File: src/rtl/pkt_gen_ctrl_if.sv
// Header handshake between the traffic scheduler (master) and one packet generator (slave).
interface pkt_gen_ctrl_if;
    logic       gen_vld;
    logic       gen_ready;
    logic [3:0] da;
    logic [2:0] prior;
    logic [9:0] len;

    modport master (output gen_vld, da, prior, len, input gen_ready);
    modport slave  (input gen_vld, da, prior, len, output gen_ready);
endinterface

File: src/rtl/pkt_gen_ctrl.sv
// Traffic scheduler for one packet generator: issues fixed or LFSR-random headers with a
// programmable inter-packet gap and counts completed packets.
module pkt_gen_ctrl #(
    parameter logic [15:0] SEED    = 16'hACE1,
    parameter int unsigned CNT_W   = 16,
    parameter int unsigned GAP_W   = 8,
    parameter logic [9:0]  MIN_LEN = 10'd64
) (
    input  logic             clk,
    input  logic             rst_n,
    input  logic             i_start,
    input  logic             i_stop,
    input  logic             i_mode,
    input  logic [3:0]       i_cfg_da,
    input  logic [2:0]       i_cfg_prior,
    input  logic [9:0]       i_cfg_len,
    input  logic [CNT_W-1:0] i_cfg_num,
    input  logic [GAP_W-1:0] i_cfg_gap,
    pkt_gen_ctrl_if.master   gen,
    output logic             o_busy,
    output logic             o_done,
    output logic [CNT_W-1:0] o_pkt_cnt
);
    typedef enum logic [2:0] {StIdle, StIssue, StWaitLo, StWaitHi, StGap, StDone} state_e;

    state_e           state_q;
    logic             mode_q;
    logic [3:0]       da_q;
    logic [2:0]       prior_q;
    logic [9:0]       len_q;
    logic [CNT_W-1:0] num_q;
    logic [GAP_W-1:0] gap_q;
    logic [GAP_W-1:0] gap_cnt_q;
    logic [15:0]      lfsr_q;
    logic             stop_pend_q;

    logic             hdr_mode;
    logic [15:0]      hdr_lfsr;
    logic [3:0]       hdr_da;
    logic [2:0]       hdr_prior;
    logic [9:0]       hdr_len;
    logic [9:0]       rnd_len;
    logic [3:0]       nxt_da;
    logic [2:0]       nxt_prior;
    logic [9:0]       nxt_len;
    logic [CNT_W-1:0] cnt_inc;
    logic             accept;
    logic             last_pkt;

    function automatic logic [15:0] lfsr_step(input logic [15:0] v);
        return {1'b0, v[15:1]} ^ (v[0] ? 16'hB400 : 16'h0000);
    endfunction

    // The first header of a run comes straight from the config inputs and SEED,
    // later ones from the shadow regs and the already-stepped LFSR.
    always_comb begin
        if (state_q == StIdle) begin
            hdr_mode  = i_mode;
            hdr_lfsr  = SEED;
            hdr_da    = i_cfg_da;
            hdr_prior = i_cfg_prior;
            hdr_len   = i_cfg_len;
        end else begin
            hdr_mode  = mode_q;
            hdr_lfsr  = lfsr_q;
            hdr_da    = da_q;
            hdr_prior = prior_q;
            hdr_len   = len_q;
        end
        rnd_len = {hdr_lfsr[15:8], 2'b00};
        if (rnd_len < MIN_LEN) begin
            rnd_len = MIN_LEN;
        end
        nxt_da    = hdr_mode ? hdr_lfsr[3:0] : hdr_da;
        nxt_prior = hdr_mode ? hdr_lfsr[6:4] : hdr_prior;
        nxt_len   = hdr_mode ? rnd_len : hdr_len;
        cnt_inc   = (o_pkt_cnt == '1) ? o_pkt_cnt : o_pkt_cnt + 1'b1;
        accept    = gen.gen_vld & gen.gen_ready;
        last_pkt  = stop_pend_q | i_stop | ((num_q != '0) && (cnt_inc == num_q));
    end

    always_ff @(posedge clk or negedge rst_n) begin
        if (!rst_n) begin
            state_q     <= StIdle;
            mode_q      <= 1'b0;
            da_q        <= '0;
            prior_q     <= '0;
            len_q       <= '0;
            num_q       <= '0;
            gap_q       <= '0;
            gap_cnt_q   <= '0;
            lfsr_q      <= SEED;
            stop_pend_q <= 1'b0;
            gen.gen_vld <= 1'b0;
            gen.da      <= '0;
            gen.prior   <= '0;
            gen.len     <= '0;
            o_busy      <= 1'b0;
            o_done      <= 1'b0;
            o_pkt_cnt   <= '0;
        end else begin
            o_done <= 1'b0;
            case (state_q)
                StIdle: begin
                    if (i_start) begin
                        mode_q      <= i_mode;
                        da_q        <= i_cfg_da;
                        prior_q     <= i_cfg_prior;
                        len_q       <= i_cfg_len;
                        num_q       <= i_cfg_num;
                        gap_q       <= i_cfg_gap;
                        lfsr_q      <= SEED;
                        stop_pend_q <= 1'b0;
                        o_pkt_cnt   <= '0;
                        o_busy      <= 1'b1;
                        gen.gen_vld <= 1'b1;
                        gen.da      <= nxt_da;
                        gen.prior   <= nxt_prior;
                        gen.len     <= nxt_len;
                        state_q     <= StIssue;
                    end
                end
                StIssue: begin
                    // An accept on the same edge as i_stop still counts as issued.
                    if (accept) begin
                        gen.gen_vld <= 1'b0;
                        lfsr_q      <= lfsr_step(lfsr_q);
                        stop_pend_q <= i_stop;
                        state_q     <= StWaitLo;
                    end else if (i_stop) begin
                        gen.gen_vld <= 1'b0;
                        o_done      <= 1'b1;
                        state_q     <= StDone;
                    end
                end
                StWaitLo: begin
                    if (i_stop) begin
                        stop_pend_q <= 1'b1;
                    end
                    if (!gen.gen_ready) begin
                        state_q <= StWaitHi;
                    end
                end
                StWaitHi: begin
                    if (gen.gen_ready) begin
                        o_pkt_cnt <= cnt_inc;
                        if (last_pkt) begin
                            o_done  <= 1'b1;
                            state_q <= StDone;
                        end else if (gap_q == '0) begin
                            gen.gen_vld <= 1'b1;
                            gen.da      <= nxt_da;
                            gen.prior   <= nxt_prior;
                            gen.len     <= nxt_len;
                            state_q     <= StIssue;
                        end else begin
                            gap_cnt_q <= gap_q;
                            state_q   <= StGap;
                        end
                    end else if (i_stop) begin
                        stop_pend_q <= 1'b1;
                    end
                end
                StGap: begin
                    if (i_stop) begin
                        o_done  <= 1'b1;
                        state_q <= StDone;
                    end else if (gap_cnt_q == GAP_W'(1)) begin
                        gen.gen_vld <= 1'b1;
                        gen.da      <= nxt_da;
                        gen.prior   <= nxt_prior;
                        gen.len     <= nxt_len;
                        state_q     <= StIssue;
                    end else begin
                        gap_cnt_q <= gap_cnt_q - 1'b1;
                    end
                end
                StDone: begin
                    o_busy  <= 1'b0;
                    state_q <= StIdle;
                end
                default: begin
                    state_q <= StIdle;
                end
            endcase
        end
    end
endmodule

File: src/flat_wrapper.sv
// flat-port wrapper written by rule: the top's interface ports become plain ports
module pkt_gen_ctrl_flat 
#(
    parameter logic [15:0] SEED    = 16'hACE1,
    parameter int unsigned CNT_W   = 16,
    parameter int unsigned GAP_W   = 8,
    parameter logic [9:0]  MIN_LEN = 10'd64
)
  (clk, rst_n, i_start, i_stop, i_mode, i_cfg_da, i_cfg_prior, i_cfg_len, i_cfg_num, i_cfg_gap, o_busy, o_done, o_pkt_cnt, gen_gen_vld, gen_da, gen_prior, gen_len, gen_gen_ready);
  pkt_gen_ctrl_if gen_i ();
  input  logic clk;
  input  logic rst_n;
  input  logic i_start;
  input  logic i_stop;
  input  logic i_mode;
  input  logic [3:0] i_cfg_da;
  input  logic [2:0] i_cfg_prior;
  input  logic [9:0] i_cfg_len;
  input  logic [CNT_W-1:0] i_cfg_num;
  input  logic [GAP_W-1:0] i_cfg_gap;
  output logic o_busy;
  output logic o_done;
  output logic [CNT_W-1:0] o_pkt_cnt;
  output wire logic [$bits(gen_i.gen_vld)-1:0] gen_gen_vld;
  output wire logic [$bits(gen_i.da)-1:0] gen_da;
  output wire logic [$bits(gen_i.prior)-1:0] gen_prior;
  output wire logic [$bits(gen_i.len)-1:0] gen_len;
  input wire logic [$bits(gen_i.gen_ready)-1:0] gen_gen_ready;
  assign gen_gen_vld = gen_i.gen_vld;
  assign gen_da = gen_i.da;
  assign gen_prior = gen_i.prior;
  assign gen_len = gen_i.len;
  assign gen_i.gen_ready = gen_gen_ready;
  pkt_gen_ctrl #(.SEED(SEED), .CNT_W(CNT_W), .GAP_W(GAP_W), .MIN_LEN(MIN_LEN)) u_core (.clk(clk), .rst_n(rst_n), .i_start(i_start), .i_stop(i_stop), .i_mode(i_mode), .i_cfg_da(i_cfg_da), .i_cfg_prior(i_cfg_prior), .i_cfg_len(i_cfg_len), .i_cfg_num(i_cfg_num), .i_cfg_gap(i_cfg_gap), .gen(gen_i), .o_busy(o_busy), .o_done(o_done), .o_pkt_cnt(o_pkt_cnt));
endmodule
File: config.mk
export PLATFORM = sky130hd
export DESIGN_NAME = pkt_gen_ctrl_flat
export DESIGN_NICKNAME = d
export VERILOG_FILES = /design/src/rtl/pkt_gen_ctrl_if.sv /design/src/rtl/pkt_gen_ctrl.sv /design/src/flat_wrapper.sv
export SDC_FILE = /design/constraint.sdc
export NUM_CORES = 1
export LEC_CHECK = 0
export BUFFER_PORTS_ARGS = -buffer_cell sky130_fd_sc_hd__buf_2
export CORE_MARGIN = 2
export CORE_UTILIZATION = 33
export CTS_BUF_LIST = sky130_fd_sc_hd__clkbuf_4 sky130_fd_sc_hd__clkbuf_8 sky130_fd_sc_hd__clkbuf_16
export DETAILED_ROUTE_END_ITERATION = 12
export GPL_TIMING_DRIVEN = 0
export PLACE_DENSITY = 0.48
export SKIP_CTS_REPAIR_TIMING = 1
export SLEW_MARGIN = 40
export SYNTH_ARGS = -nofsm -noshare
export SYNTH_HDL_FRONTEND = slang
export SYNTH_SLANG_ARGS = --single-unit
File: constraint.sdc
create_clock -name clk -period 6.5 [get_ports clk]
set_clock_uncertainty 0.05 [all_clocks]
set_input_delay 0.975 -clock clk [delete_from_list [all_inputs] [get_ports clk]]
set_output_delay 0.975 -clock clk [all_outputs]
set_load 0.02 [all_outputs]
==> results.sh <==
export IMPL_place_area_um2=6710
export IMPL_die_area_um2=19200
export IMPL_power_switching_mw=1.32
export IMPL_slew_headroom=0.533
export IMPL_tns_ns=0
export IMPL_grt_max_degree=66
export IMPL_synth_edf_count=0
export IMPL_start_util=0.334
export IMPL_min_period_over_period=0.577
export IMPL_syn_nets=757
export IMPL_drv_slew=0
export IMPL_clkPwrFrac=0.191
export IMPL_avgSynthCellArea_um2=8.46
export IMPL_drtIter0Drc=504
export IMPL_dp_hpwl_um=13500
export IMPL_diodes=0
export IMPL_path_delay_family="simple AND/OR/NAND/NOR gates"
export IMPL_min_path_type="register to register"
export IMPL_setup_viol=0
export IMPL_clk_path_buf_depth=2
export IMPL_worstSetupEndpointType="register"
export IMPL_ys_seq_area_frac=0.445
export IMPL_final_hold_viol_count=0
export IMPL_utilization=0.393
export IMPL_worst_pin_slew_ns=0.683
export IMPL_r2r_start="u_core.o_pkt_cnt[0]$_DFFE_PN0P_"
export IMPL_layout_drive_gt1_share=0.185
export IMPL_crit_path_start_kind="register"
export IMPL_arrival_ns=3.94
export IMPL_reg2reg_slack_ns=2.75
export IMPL_core_area_um2=17900
export IMPL_num_vias=5549
export IMPL_async_flop_share=1.00
export IMPL_power_leakage_nw=3.19
export IMPL_io_buffers=81
export IMPL_fillers=1895
export IMPL_peakVddDrop_mv=0.216
export IMPL_cts_tree="yes"
export IMPL_maxCapViolations=0
export IMPL_critPathBufInv=3
export IMPL_routed_via_density=5.37
export IMPL_htree_num_levels=3
export IMPL_status="completed"
export IMPL_cts_clk_slew_worst_paths_ns=0.08
export IMPL_fin_hold_ws_ns=0.428
export IMPL_grt_total_usage=0.195
export IMPL_ios=83
export IMPL_grt_pass1_wl_um=30300
export IMPL_dr_pass1_iters=5
export IMPL_crit_chain="ha_1 > buf_2 > nand4_4 > nor4_2 > buf_2 > a2111oi_0 > a211oi_1 > nand4_1 > nor4_2 > o21ai_2 > o211ai_4 > buf_6 > mux2_2"
export IMPL_post_synth_instance_area_um2=5980
export IMPL_timing_fmax_ghz=0.267
export IMPL_slowest_delay_ns=0.43
export IMPL_crit_type="register to register"
export IMPL_root_buffer="clkbuf_16"
export IMPL_die_w_um=139
export IMPL_intPower_mw=1.77
export IMPL_yosysWarnings=0
export IMPL_ys_flop_type="dfrtp_1"
export IMPL_regArea_um2=2660
export IMPL_cp_max_fo=10
export IMPL_p_sw_frac=0.427
export IMPL_synth_cells=707
export IMPL_row_count=49
export IMPL_cp_slowest_cell="nor4_2"
export IMPL_grt_antenna_before_repair=0
export IMPL_comb_power_share=0.439
export IMPL_p_seq_frac=0.371
export IMPL_clock_latency_ns=0.36
export IMPL_final_nets=850
export IMPL_r2r_end="u_core.gen.len[7]$_DFFE_PN0P_"
export IMPL_rsz0062_at_grt="false"
export IMPL_min_to="u_core.da_q[3]$_DFFE_PN0P_"
export IMPL_antenna_left=0
export IMPL_grt_pass1_vias=5338
export IMPL_period_minus_slack_ns=3.75
export IMPL_synth_cell_types=63
export IMPL_grt_overflow=0
export IMPL_final_cell_area_um2=7030
export IMPL_powerDensity_nw_per_um2=439
export IMPL_die_h_um=139
export IMPL_crit_required_ns=6.69
export IMPL_syn2layout_area_growth_pct=17.5
export IMPL_numCtsBuffers=9
export IMPL_place_congestion=0.882
export IMPL_drt_wl_total_um=18600
export IMPL_multi_input_area_um2=3090
export IMPL_reg2reg_depth=13
export IMPL_hold_depth=2
export IMPL_cts_num_sinks=106
export IMPL_wire_per_inst_um=18.0
export IMPL_hold_start="u_core.da_q[3]$_DFFE_PN0P_"
export IMPL_synth_seq_cells=106
export IMPL_drc=0
stage by stage:
step / setup WS [ns] / total power, mW / std cells
2_1_floorplan: 3.22 / 2.07 / 707
3_3_place_gp: 2.76 / 2.49 / 1017
3_5_place_dp: 2.76 / 2.51 / 1018
4_1_cts: 2.76 / 3.11 / 1034
5_1_grt: 2.50 / 3.32 / 1034
6_report: 2.75 / 3.09 / 1034
worst max path at each step:
stage	depth (start not counted)	end	from	slack, ns
after floorplan	12	u_core.gen.len[0]$_DFFE_PN0P_	u_core.o_pkt_cnt[1]$_DFFE_PN0P_	3.22
after global placement	13	u_core.gen.len[1]$_DFFE_PN0P_	u_core.o_pkt_cnt[0]$_DFFE_PN0P_	2.76
after detailed placement	13	u_core.gen.len[3]$_DFFE_PN0P_	u_core.o_pkt_cnt[0]$_DFFE_PN0P_	2.76
after CTS	13	u_core.gen.len[3]$_DFFE_PN0P_	u_core.o_pkt_cnt[0]$_DFFE_PN0P_	2.76
after global routing	13	u_core.gen.len[7]$_DFFE_PN0P_	u_core.o_pkt_cnt[0]$_DFFE_PN0P_	2.50
final	13	u_core.gen.len[7]$_DFFE_PN0P_	u_core.o_pkt_cnt[0]$_DFFE_PN0P_	2.75
cells by family (layout without fill, tap and decap cells):
| group | count (synthesis) | in the layout | share of synthesized area |
|---|---|---|---|
| buf+inv | 57 | 155 | 0.0399 |
| fa+ha+maj | 3 | 3 | 0.00627 |
| flops | 106 | 106 | 0.445 |
| simple gates | 354 | 354 | 0.281 |
| compound gates | 137 | 137 | 0.144 |
| xor+xnor | 17 | 17 | 0.0249 |
| mux | 33 | 33 | 0.0587 |
power groups by stage:
stage / registers, mW / clock network, mW / logic (mW)
4_1_cts: 1.14 / 0.603 / 1.36
3_3_place_gp: 1.15 / 0 / 1.34
5_1_grt: 1.18 / 0.631 / 1.51
6_report: 1.14 / 0.589 / 1.35
3_5_place_dp: 1.15 / 0 / 1.36
2_1_floorplan: 1.16 / 0 / 0.906
cells in the mapped netlist, types with 3 or more instances:
cell	instances	area [um2]
nor2b_1	4	25.0
o2111ai_1	3	26.3
nand3b_1	8	60.1
dfstp_2	8	210
clkbuf_1	26	97.6
xnor2_1	11	96.3
nor2_1	40	150
mux2_2	15	169
nor4_1	11	68.8
nor4_2	3	37.5
nand4_1	8	50.1
a21oi_1	34	170
a31oi_1	10	62.6
a21o_1	4	30.0
a22o_1	5	43.8
buf_1	4	15.0
nand3_1	23	115
and3_1	11	68.8
nand2_1	182	683
mux2i_1	16	160
a311oi_1	4	35.0
o21ai_0	44	220
and2_1	4	25.0
inv_1	12	45.0
nor3_1	26	130
or4_1	3	22.5
nand2b_1	11	68.8
dfrtp_1	98	2450
a211oi_1	4	30.0
xor2_1	6	52.6
o22ai_1	4	25.0
or3_1	5	31.3
nor3b_1	4	30.0
o31ai_1	4	30.0
buf_2	14	70.1
ha_1	3	37.5
registers in the layout, summed over array words and instances, names as in the netlist, 4 cells and up:
signal and count:
u_core.gen.da 4, u_core.o_pkt_cnt 16, u_core.da_q 4, u_core.len_q 10, u_core.num_q 16, u_core.gen.len 10
u_core.lfsr_q 16, u_core.gap_q 8, u_core.gap_cnt_q 8
final cells by class:
class / instances / area share
timing repair buffer: 82 / 0.0630
clock buffer: 10 / 0.0340
buffer: 45 / 0.0276
clock inverter: 6 / 0.0101
tap: 229 / 0.0408
multi-input combinational: 544 / 0.439
inverter: 12 / 0.00641
sequential: 106 / 0.379
layout by cell type, fill, tap and decap left out, types with 10 or more instances in the layout:
cell / synthesis / layout
a21oi_1: 34 / 34
nand3_1: 23 / 23
nor2_1: 40 / 40
clkbuf_1: 26 / 26
o21ai_0: 44 / 44
mux2i_1: 16 / 16
nand2b_1: 11 / 11
dfrtp_1: 98 / 98
nor3_1: 26 / 25
a31oi_1: 10 / 10
and3_1: 11 / 11
nand2_1: 182 / 182
mux2_2: 15 / 15
nor4_1: 11 / 11
xnor2_1: 11 / 11
buf_2: 14 / 94
inv_1: 12 / 12
metal layers:
metal,track usage,share of wire,routed length (um)
met1,0.284,0.49,9080
met2,0.312,0.46,8540
met3,0.0304,0.043,807
met4,0.0388,0.0088,163
met5,0,0,0
worst register-to-register path: cells and delay by family (launching register included):
kind / cells / cell delay [ns]
compound gates: 4 / 0.75
fa+ha+maj: 1 / 0.15
buf+inv: 3 / 0.73
flops: 1 / 0.37
mux: 1 / 0.34
simple gates: 4 / 1.24
Note: power is estimated with default switching activity, not from simulation.
